File: src/rtl/alu_muldiv_control_if.sv
// ---------------------------------------------------------------------------
// alu_muldiv_control_if
//
// Purpose: bundles the decode inputs, the HI/LO engine issue signals and all
// results of alu_muldiv_control into a single bus. The EX-stage controller
// drives through the master modport and the decoder/engine sits on the slave
// modport.
//
// Signals (master view):
//   ALUOp     out 4      [2:0]=010 selects R-type, [3]=1 forces unsigned
//   Funct     out 6      instruction funct field
//   start     out 1      one-cycle issue strobe for HI/LO-class funct
//   A, B      out WIDTH  rs / rt operands
//   ALUConf   in  5      main-ALU configuration (combinational)
//   Sign      in  1      main-ALU signedness (combinational)
//   busy      in  1      multiply/divide in progress
//   done      in  1      one-cycle pulse when HI/LO are updated
//   HI, LO    in  WIDTH  HI/LO registers
//   mf_result in  WIDTH  HI for mfhi, LO for mflo, else 0
// ---------------------------------------------------------------------------
interface alu_muldiv_control_if #(
  parameter int WIDTH = 32
) ();

  logic [3:0]       ALUOp;
  logic [5:0]       Funct;
  logic             start;
  logic [WIDTH-1:0] A;
  logic [WIDTH-1:0] B;
  logic [4:0]       ALUConf;
  logic             Sign;
  logic             busy;
  logic             done;
  logic [WIDTH-1:0] HI;
  logic [WIDTH-1:0] LO;
  logic [WIDTH-1:0] mf_result;

  modport master (
    output ALUOp, Funct, start, A, B,
    input  ALUConf, Sign, busy, done, HI, LO, mf_result
  );

  modport slave (
    input  ALUOp, Funct, start, A, B,
    output ALUConf, Sign, busy, done, HI, LO, mf_result
  );

endinterface

File: src/rtl/alu_muldiv_control.sv
// ---------------------------------------------------------------------------
// alu_muldiv_control
//
// Purpose: ALU control decoder for the EX stage plus an iterative
// multiply/divide engine with HI/LO registers. The decoder maps ALUOp/Funct
// onto the main-ALU configuration and signedness. The engine executes
// mult/multu/div/divu (shift-add / restoring, one bit per cycle, WIDTH+1
// edges in total) and mthi/mtlo, and exposes HI/LO to mfhi/mflo.
//
// Ports:
//   clk    in   rising-edge clock
//   reset  in   asynchronous, active-low reset
//   bus    slave modport of alu_muldiv_control_if (same WIDTH as here)
// ---------------------------------------------------------------------------
module alu_muldiv_control #(
  parameter int WIDTH = 32
) (
  input  logic                 clk,
  input  logic                 reset,
  alu_muldiv_control_if.slave  bus
);

  localparam int CNT_W = $clog2(WIDTH) + 1;

  // Main-ALU configuration encodings
  localparam logic [4:0] CONF_AND = 5'b00000;
  localparam logic [4:0] CONF_OR  = 5'b00001;
  localparam logic [4:0] CONF_ADD = 5'b00010;
  localparam logic [4:0] CONF_SUB = 5'b00110;
  localparam logic [4:0] CONF_SLT = 5'b00111;
  localparam logic [4:0] CONF_NOR = 5'b01000;
  localparam logic [4:0] CONF_XOR = 5'b01001;
  localparam logic [4:0] CONF_SLL = 5'b01010;
  localparam logic [4:0] CONF_SRL = 5'b10000;
  localparam logic [4:0] CONF_SRA = 5'b10001;

  // R-type funct codes
  localparam logic [5:0] F_SLL   = 6'h00;
  localparam logic [5:0] F_SRL   = 6'h02;
  localparam logic [5:0] F_SRA   = 6'h03;
  localparam logic [5:0] F_MFHI  = 6'h10;
  localparam logic [5:0] F_MTHI  = 6'h11;
  localparam logic [5:0] F_MFLO  = 6'h12;
  localparam logic [5:0] F_MTLO  = 6'h13;
  localparam logic [5:0] F_MULT  = 6'h18;
  localparam logic [5:0] F_MULTU = 6'h19;
  localparam logic [5:0] F_DIV   = 6'h1a;
  localparam logic [5:0] F_DIVU  = 6'h1b;
  localparam logic [5:0] F_ADD   = 6'h20;
  localparam logic [5:0] F_ADDU  = 6'h21;
  localparam logic [5:0] F_SUB   = 6'h22;
  localparam logic [5:0] F_SUBU  = 6'h23;
  localparam logic [5:0] F_AND   = 6'h24;
  localparam logic [5:0] F_OR    = 6'h25;
  localparam logic [5:0] F_XOR   = 6'h26;
  localparam logic [5:0] F_NOR   = 6'h27;
  localparam logic [5:0] F_SLT   = 6'h2a;
  localparam logic [5:0] F_SLTU  = 6'h2b;

  typedef enum logic [1:0] {IDLE, MUL, DIV, FIX} state_t;

  state_t             state_q;
  logic [WIDTH-1:0]   hi_q;
  logic [WIDTH-1:0]   lo_q;
  logic [WIDTH-1:0]   opnd_q;
  logic [2*WIDTH-1:0] acc_q;
  logic [CNT_W-1:0]   cnt_q;
  logic               isDiv_q;
  logic               negRes_q;
  logic               negRem_q;
  logic               divZero_q;
  logic               busy_q;
  logic               done_q;

  logic               rType;
  logic [4:0]         aluConf;
  logic               sign;

  assign rType = (bus.ALUOp[2:0] == 3'b010);

  // Main-ALU decode. Non-R ops take their signedness from ALUOp[3]; R-type
  // ops are signed except the explicitly unsigned variants. Anything not in
  // the table, including the HI/LO class, falls back to add.
  always_comb begin
    aluConf = CONF_ADD;
    sign    = ~bus.ALUOp[3];
    case (bus.ALUOp[2:0])
      3'b000: aluConf = CONF_ADD;
      3'b001: aluConf = CONF_SUB;
      3'b011: aluConf = CONF_AND;
      3'b100: aluConf = CONF_SLT;
      3'b010: begin
        sign = 1'b1;
        case (bus.Funct)
          F_ADDU:  sign = 1'b0;
          F_SUB:   aluConf = CONF_SUB;
          F_SUBU: begin
            aluConf = CONF_SUB;
            sign    = 1'b0;
          end
          F_AND:   aluConf = CONF_AND;
          F_OR:    aluConf = CONF_OR;
          F_XOR:   aluConf = CONF_XOR;
          F_NOR:   aluConf = CONF_NOR;
          F_SLT:   aluConf = CONF_SLT;
          F_SLTU: begin
            aluConf = CONF_SLT;
            sign    = 1'b0;
          end
          F_SLL:   aluConf = CONF_SLL;
          F_SRL:   aluConf = CONF_SRL;
          F_SRA:   aluConf = CONF_SRA;
          F_MULTU: sign = 1'b0;
          F_DIVU:  sign = 1'b0;
          default: aluConf = CONF_ADD;
        endcase
      end
      default: aluConf = CONF_ADD;
    endcase
  end

  logic             issue;
  logic             opSigned;
  logic             aNeg;
  logic             bNeg;
  logic [WIDTH-1:0] aMag;
  logic [WIDTH-1:0] bMag;

  // Operand magnitudes. The most negative value negates to itself, which read
  // as unsigned is exactly 2^(WIDTH-1), so no extra bit is needed.
  assign issue    = (state_q == IDLE) && bus.start && rType;
  assign opSigned = (bus.Funct == F_MULT) || (bus.Funct == F_DIV);
  assign aNeg     = opSigned && bus.A[WIDTH-1];
  assign bNeg     = opSigned && bus.B[WIDTH-1];
  assign aMag     = aNeg ? -bus.A : bus.A;
  assign bMag     = bNeg ? -bus.B : bus.B;

  logic [WIDTH:0]     mulSum;
  logic [2*WIDTH-1:0] mulStep;
  logic [WIDTH:0]     divTrial;
  logic [2*WIDTH-1:0] divStep;

  // Multiply step: acc holds {partial product, remaining multiplier bits};
  // add the multiplicand into the top half when the current multiplier bit
  // is set, then shift the whole accumulator right by one with the carry.
  assign mulSum  = {1'b0, acc_q[2*WIDTH-1:WIDTH]} + {1'b0, opnd_q};
  assign mulStep = acc_q[0] ? {mulSum, acc_q[WIDTH-1:1]}
                            : {1'b0, acc_q[2*WIDTH-1:1]};

  // Restoring divide step: acc holds {remainder, dividend/quotient bits}.
  // Shift the next dividend bit into the remainder and try the subtraction;
  // a borrow keeps the shifted remainder and shifts in a 0 quotient bit.
  assign divTrial = {acc_q[2*WIDTH-1:WIDTH], acc_q[WIDTH-1]} - {1'b0, opnd_q};
  assign divStep  = divTrial[WIDTH] ? {acc_q[2*WIDTH-2:0], 1'b0}
                                    : {divTrial[WIDTH-1:0], acc_q[WIDTH-2:0], 1'b1};

  logic [2*WIDTH-1:0] prodFix;
  logic [WIDTH-1:0]   quotFix;
  logic [WIDTH-1:0]   remFix;

  // Sign correction. A zero divisor keeps the all-ones quotient unnegated;
  // the remainder then equals the dividend magnitude, so re-applying the
  // dividend sign reproduces A unchanged.
  assign prodFix = negRes_q ? -acc_q : acc_q;
  assign quotFix = (negRes_q && !divZero_q) ? -acc_q[WIDTH-1:0] : acc_q[WIDTH-1:0];
  assign remFix  = negRem_q ? -acc_q[2*WIDTH-1:WIDTH] : acc_q[2*WIDTH-1:WIDTH];

  // Engine FSM. IDLE accepts issues (moves complete at once), MUL/DIV run
  // WIDTH iterations, FIX writes HI/LO and pulses done while returning to
  // IDLE, so a new start can be accepted during the done cycle.
  always_ff @(posedge clk or negedge reset) begin
    if (!reset) begin
      state_q   <= IDLE;
      hi_q      <= '0;
      lo_q      <= '0;
      opnd_q    <= '0;
      acc_q     <= '0;
      cnt_q     <= '0;
      isDiv_q   <= 1'b0;
      negRes_q  <= 1'b0;
      negRem_q  <= 1'b0;
      divZero_q <= 1'b0;
      busy_q    <= 1'b0;
      done_q    <= 1'b0;
    end else begin
      done_q <= 1'b0;
      case (state_q)
        IDLE: begin
          if (issue) begin
            case (bus.Funct)
              F_MTHI: hi_q <= bus.A;
              F_MTLO: lo_q <= bus.A;
              F_MULT, F_MULTU: begin
                state_q   <= MUL;
                acc_q     <= {{WIDTH{1'b0}}, bMag};
                opnd_q    <= aMag;
                isDiv_q   <= 1'b0;
                negRes_q  <= aNeg ^ bNeg;
                negRem_q  <= aNeg;
                divZero_q <= 1'b0;
                cnt_q     <= '0;
                busy_q    <= 1'b1;
              end
              F_DIV, F_DIVU: begin
                state_q   <= DIV;
                acc_q     <= {{WIDTH{1'b0}}, aMag};
                opnd_q    <= bMag;
                isDiv_q   <= 1'b1;
                negRes_q  <= aNeg ^ bNeg;
                negRem_q  <= aNeg;
                divZero_q <= (bus.B == '0);
                cnt_q     <= '0;
                busy_q    <= 1'b1;
              end
              default: state_q <= IDLE;
            endcase
          end
        end
        MUL, DIV: begin
          acc_q <= (state_q == DIV) ? divStep : mulStep;
          if (cnt_q == CNT_W'(WIDTH - 1)) begin
            cnt_q   <= '0;
            state_q <= FIX;
          end else begin
            cnt_q <= cnt_q + CNT_W'(1);
          end
        end
        FIX: begin
          if (isDiv_q) begin
            hi_q <= remFix;
            lo_q <= quotFix;
          end else begin
            hi_q <= prodFix[2*WIDTH-1:WIDTH];
            lo_q <= prodFix[WIDTH-1:0];
          end
          done_q  <= 1'b1;
          busy_q  <= 1'b0;
          state_q <= IDLE;
        end
        default: state_q <= IDLE;
      endcase
    end
  end

  // mfhi/mflo read only the architectural registers; the controller stalls
  // on busy, so an in-flight result is never forwarded here.
  always_comb begin
    bus.mf_result = '0;
    if (rType && (bus.Funct == F_MFHI)) begin
      bus.mf_result = hi_q;
    end else if (rType && (bus.Funct == F_MFLO)) begin
      bus.mf_result = lo_q;
    end
  end

  assign bus.ALUConf = aluConf;
  assign bus.Sign    = sign;
  assign bus.busy    = busy_q;
  assign bus.done    = done_q;
  assign bus.HI      = hi_q;
  assign bus.LO      = lo_q;

endmodule

File: src/flat_wrapper.sv
// flat-port wrapper written by rule: the top's interface ports become plain ports
module alu_muldiv_control_flat 
#(
  parameter int WIDTH = 32
)
  (clk, reset, bus_ALUOp, bus_Funct, bus_start, bus_A, bus_B, bus_ALUConf, bus_Sign, bus_busy, bus_done, bus_HI, bus_LO, bus_mf_result);
  alu_muldiv_control_if #(.WIDTH(WIDTH)) bus_i ();
  input  logic clk;
  input  logic reset;
  input wire logic [$bits(bus_i.ALUOp)-1:0] bus_ALUOp;
  input wire logic [$bits(bus_i.Funct)-1:0] bus_Funct;
  input wire logic [$bits(bus_i.start)-1:0] bus_start;
  input wire logic [$bits(bus_i.A)-1:0] bus_A;
  input wire logic [$bits(bus_i.B)-1:0] bus_B;
  output wire logic [$bits(bus_i.ALUConf)-1:0] bus_ALUConf;
  output wire logic [$bits(bus_i.Sign)-1:0] bus_Sign;
  output wire logic [$bits(bus_i.busy)-1:0] bus_busy;
  output wire logic [$bits(bus_i.done)-1:0] bus_done;
  output wire logic [$bits(bus_i.HI)-1:0] bus_HI;
  output wire logic [$bits(bus_i.LO)-1:0] bus_LO;
  output wire logic [$bits(bus_i.mf_result)-1:0] bus_mf_result;
  assign bus_i.ALUOp = bus_ALUOp;
  assign bus_i.Funct = bus_Funct;
  assign bus_i.start = bus_start;
  assign bus_i.A = bus_A;
  assign bus_i.B = bus_B;
  assign bus_ALUConf = bus_i.ALUConf;
  assign bus_Sign = bus_i.Sign;
  assign bus_busy = bus_i.busy;
  assign bus_done = bus_i.done;
  assign bus_HI = bus_i.HI;
  assign bus_LO = bus_i.LO;
  assign bus_mf_result = bus_i.mf_result;
  alu_muldiv_control #(.WIDTH(WIDTH)) u_core (.clk(clk), .reset(reset), .bus(bus_i));
endmodule
File: config.mk
export PLATFORM = sky130hd
export DESIGN_NAME = alu_muldiv_control_flat
export DESIGN_NICKNAME = d
export VERILOG_FILES = /design/src/rtl/alu_muldiv_control_if.sv /design/src/rtl/alu_muldiv_control.sv /design/src/flat_wrapper.sv
export SDC_FILE = /design/constraint.sdc
export NUM_CORES = 1
export LEC_CHECK = 0
export BUFFER_PORTS_ARGS = -buffer_cell sky130_fd_sc_hd__buf_2
export CORE_ASPECT_RATIO = 0.9
export CORE_MARGIN = 5
export CORE_UTILIZATION = 55
export CTS_BUF_LIST = sky130_fd_sc_hd__clkbuf_4 sky130_fd_sc_hd__clkbuf_8
export DETAILED_ROUTE_END_ITERATION = 6
export GPL_TIMING_DRIVEN = 0
export PLACE_DENSITY = 0.88
export RECOVER_POWER = 100
export SLEW_MARGIN = 40
export SYNTH_ARGS = -nofsm -noshare
export SYNTH_HDL_FRONTEND = slang
export SYNTH_SLANG_ARGS = --single-unit
File: constraint.sdc
create_clock -name clk -period 11.35 [get_ports clk]
set_input_delay 3.405 -clock clk [delete_from_list [all_inputs] [get_ports clk]]
set_output_delay 3.405 -clock clk [all_outputs]
set_load 0.005 [all_outputs]
==> metrics.txt <==
CP Data Arrival Time approximately 6.5 ns; TritonCTS buffer count 17; H-tree Lvls 4; GP Congestion 1.140; number of post-CTS setup repair buffers 0; highest clock rate 0.1011 GHz; Critical path origin bus_Funct[5]; Post-synth EDFFs 0; status finished with violations; Post-synth ARST share 100.0%; CP endpoint kind output pin; filler cell count 2,668; Reg clk slew, reported paths ~0.09 ns; Syn-to-layout area delta 11.04%; main flop type after synthesis dfrtp_1; Final WS setup ~1.5 ns; final core occ 61.70%; Fin. Hold Viols 0; Max-Slew Margin vs Limit -133.9%; die area between 30,000 and 40,000 sq um; Yosys warning count 0; hold path start u_core.cnt_q[5]; failing checks DRC, capacitance limit, slew limit; Post-Syn Area 16,000 sq um; CTS max path bufs 2; most instantiated library cell after synthesis nand2_1; leakage 7.462 nW; number of nets still failing antenna checks after routing 0; Cells after Synth between 2,000 and 2,500; # DRC 8; crit-path cells clkbuf_1 -> clkbuf_1 -> nor4b_1 -> nand2_1 -> nor3_1 -> clkbuf_1 -> a22o_1 -> buf_2; CTS sink count 174; sequential area share after synthesis between 20% and 30%; syn_area_per_cell 7.743 sq um; final wirelength approximately 70,000 microns; clock share of power 9.6%; setup TNS 0 ns; die width 189.8 microns; Post-synth top cells nand2_1 (226), a21oi_1 (202), dfrtp_1 (174), nor2_1 (169), o21ai_0 (145); clock skew 0.02683 ns; syn nets about 2,200; #FFs+latches synth 174; worst r2r src u_core.acc_q[32]; PortBufs 178; num rows 59; Crit-path slowest cell nor3_1; Final Power 5.499 mW; crit-path max FO 10; CP startpoint kind input pin; Final min period 9.893 ns; Routed WL per cell 26.78 microns; vias in the first global route approximately 16,000; peak supply drop 0.3511 mV; placed cells 2,612; Post-CTS Hold Fix Bufs 0; CORE AREA between 20,000 and 30,000 sq um; worst min path class flip-flop to flip-flop; I/O Pins 181; Distinct cells, synth 84; CP delay by family, top simple AND/OR/NAND/NOR gates; Slew Viols, Final 197; Buf/Inv on CP 4; Comb pwr share 65.9%; Sw Ratio 56.60%; via count approximately 18,000; Synth area leader dfrtp_1; Die Ht 171.8 microns; Pwr Density 309.6 nW/um^2; top post-synthesis cells by area dfrtp_1 (27%), a21oi_1 (6.3%), ha_1 (5.6%); share of layout cells above drive strength 1 under 10%; most frequent CP cell clkbuf_1; Worst-Skew Late Latency 0.51 ns; P_sw 3.113 mW; setup slack at placement 2.003 ns; RSZ-0062 raised after global routing no; Setup CP Type input pin to output pin; Initial DRT Pass Iterations 7; CTS Root Cell clkbuf_8; dpl hpwl 56,220 microns; Seq pwr share 24.5%; P_int 2.386 mW; max cap viols 5; GRT Util Overall 42.01%; total gr overflow 0; Yosys top cell area share 27.22%; slowest cell delay on critical path 1.08 ns; Starting Density 55.56%; Final nets 2,416; Final Cycle Share 87.16%; CTS tree done; endpoints failing setup 0; first-pass GRT wire length 104,000 microns; initial antenna violation count 3; largest net degree at the start of global routing 64; # resized after CTS 0; DRT iter0 DRCs ~2,900; routed vias/inst between 6 and 7; Worst-Margin Slew ~3.5 ns; fin cells 2,647; Worst EP required ~8.0 ns
## final cells by class
cell class              instances  area [sq um]  share of cell area [%]
diodes                          3         7.507                 0.04226
plain buffers                 126         483.0                   2.719
clock buffers                  19         261.5                   1.472
clock inverters                13         198.9                   1.120
inverters                      82         307.8                   1.733
multi-input cells            1684         10870                   61.18
flip-flops and latches        174          4354                   24.51
well taps                     366         457.9                   2.578
repair buffers                180         824.5                   4.642
## registers in the layout (all words and copies together), names as in the netlist
signal and count:
u_core.bus.busy 1, u_core.bus.HI 32, u_core.cnt_q 6, u_core.isDiv_q 1, u_core.negRem_q 1, u_core.negRes_q 1, u_core.state_q 2, u_core.acc_q 64
u_core.divZero_q 1, u_core.opnd_q 32, u_core.bus.done 1, u_core.bus.LO 32
## cell usage in the layout, fill, tap and decap left out, types with 30 or more instances in the layout
cell type / netlist / final
dfrtp_1: 174 / 174
a21oi_1: 202 / 202
ha_1: 72 / 72
nor2_1: 169 / 169
nand2_1: 226 / 226
o21ai_0: 145 / 176
a22o_1: 37 / 37
xnor2_1: 99 / 99
a211oi_1: 54 / 54
xor2_1: 61 / 61
mux2_2: 31 / 31
a21o_1: 46 / 46
inv_1: 79 / 79
nand3_1: 34 / 34
clkbuf_1: 109 / 170
mux2i_1: 37 / 37
nor3_1: 49 / 48
o31ai_1: 31 / 30
buf_2: 5 / 123
## power by group through the flow
| stage | clock (mW) | combinational [mW] | sequential (mW) |
|---|---|---|---|
| after CTS | 0.519 | 3.50 | 1.30 |
| final | 0.527 | 3.63 | 1.35 |
| after global placement | 0 | 3.42 | 1.30 |
| after global routing | 0.545 | 3.85 | 1.35 |
| after detailed placement | 0 | 3.48 | 1.31 |
| after floorplan | 0 | 2.36 | 1.14 |
## metrics by stage
| stage | instance area, sq um | hold WS (ns) |
|---|---|---|
| CTS | 17900 | 0.4906 |
| floorplan | 16000 | 0.4431 |
| finish | 17760 | 0.4935 |
| global route | 17760 | 0.5100 |
| global placement | 17350 | 0.4654 |
| detailed placement | 17440 | 0.4724 |
## worst register-to-register path, cell delays in order (launching register included)
cell,delay (ns)
dfrtp_1,0.52
inv_1,0.23
fa_1,0.49
nand2b_1,0.19
a21oi_1,0.32
o2111ai_2,0.33
a211oi_2,0.44
o21bai_2,0.15
a21o_1,0.18
clkbuf_1,0.21
nand3_1,0.37
buf_2,0.39
mux2i_1,0.46
o221ai_1,0.19
## layer usage
layer / routed length, microns / track usage [%]
met2: 27730 / 57.42
met4: 3043 / 15.79
met5: 76 / 1.479
met3: 11540 / 16.72
met1: 28500 / 59.48
## worst paths after layout
check                                     to  slack (ns)  cells past startpoint
setup / recovery           bus_mf_result[17]        1.46                      8
hold / removal               u_core.cnt_q[5]        0.49                      1
setup reg to reg            u_core.acc_q[55]        6.77                     13
hold reg to reg              u_core.cnt_q[5]        0.49                      1
max in group asynchronous   u_core.acc_q[45]        2.96                      2
min in group asynchronous  u_core.bus.LO[10]        3.90                      1
## cell families after synthesis
group / count (synthesis) / share of synthesized area, %
muxes: 68 / 4.497
DFF: 174 / 27.22
and+or+nand+nor: 649 / 19.37
buffers and inverters: 208 / 4.943
AOI/OAI and AO/OA: 733 / 29.32
xor gates and xnor gates: 160 / 8.760
adders and majority gates: 74 / 5.882
Power figures use the tool's default switching activity.
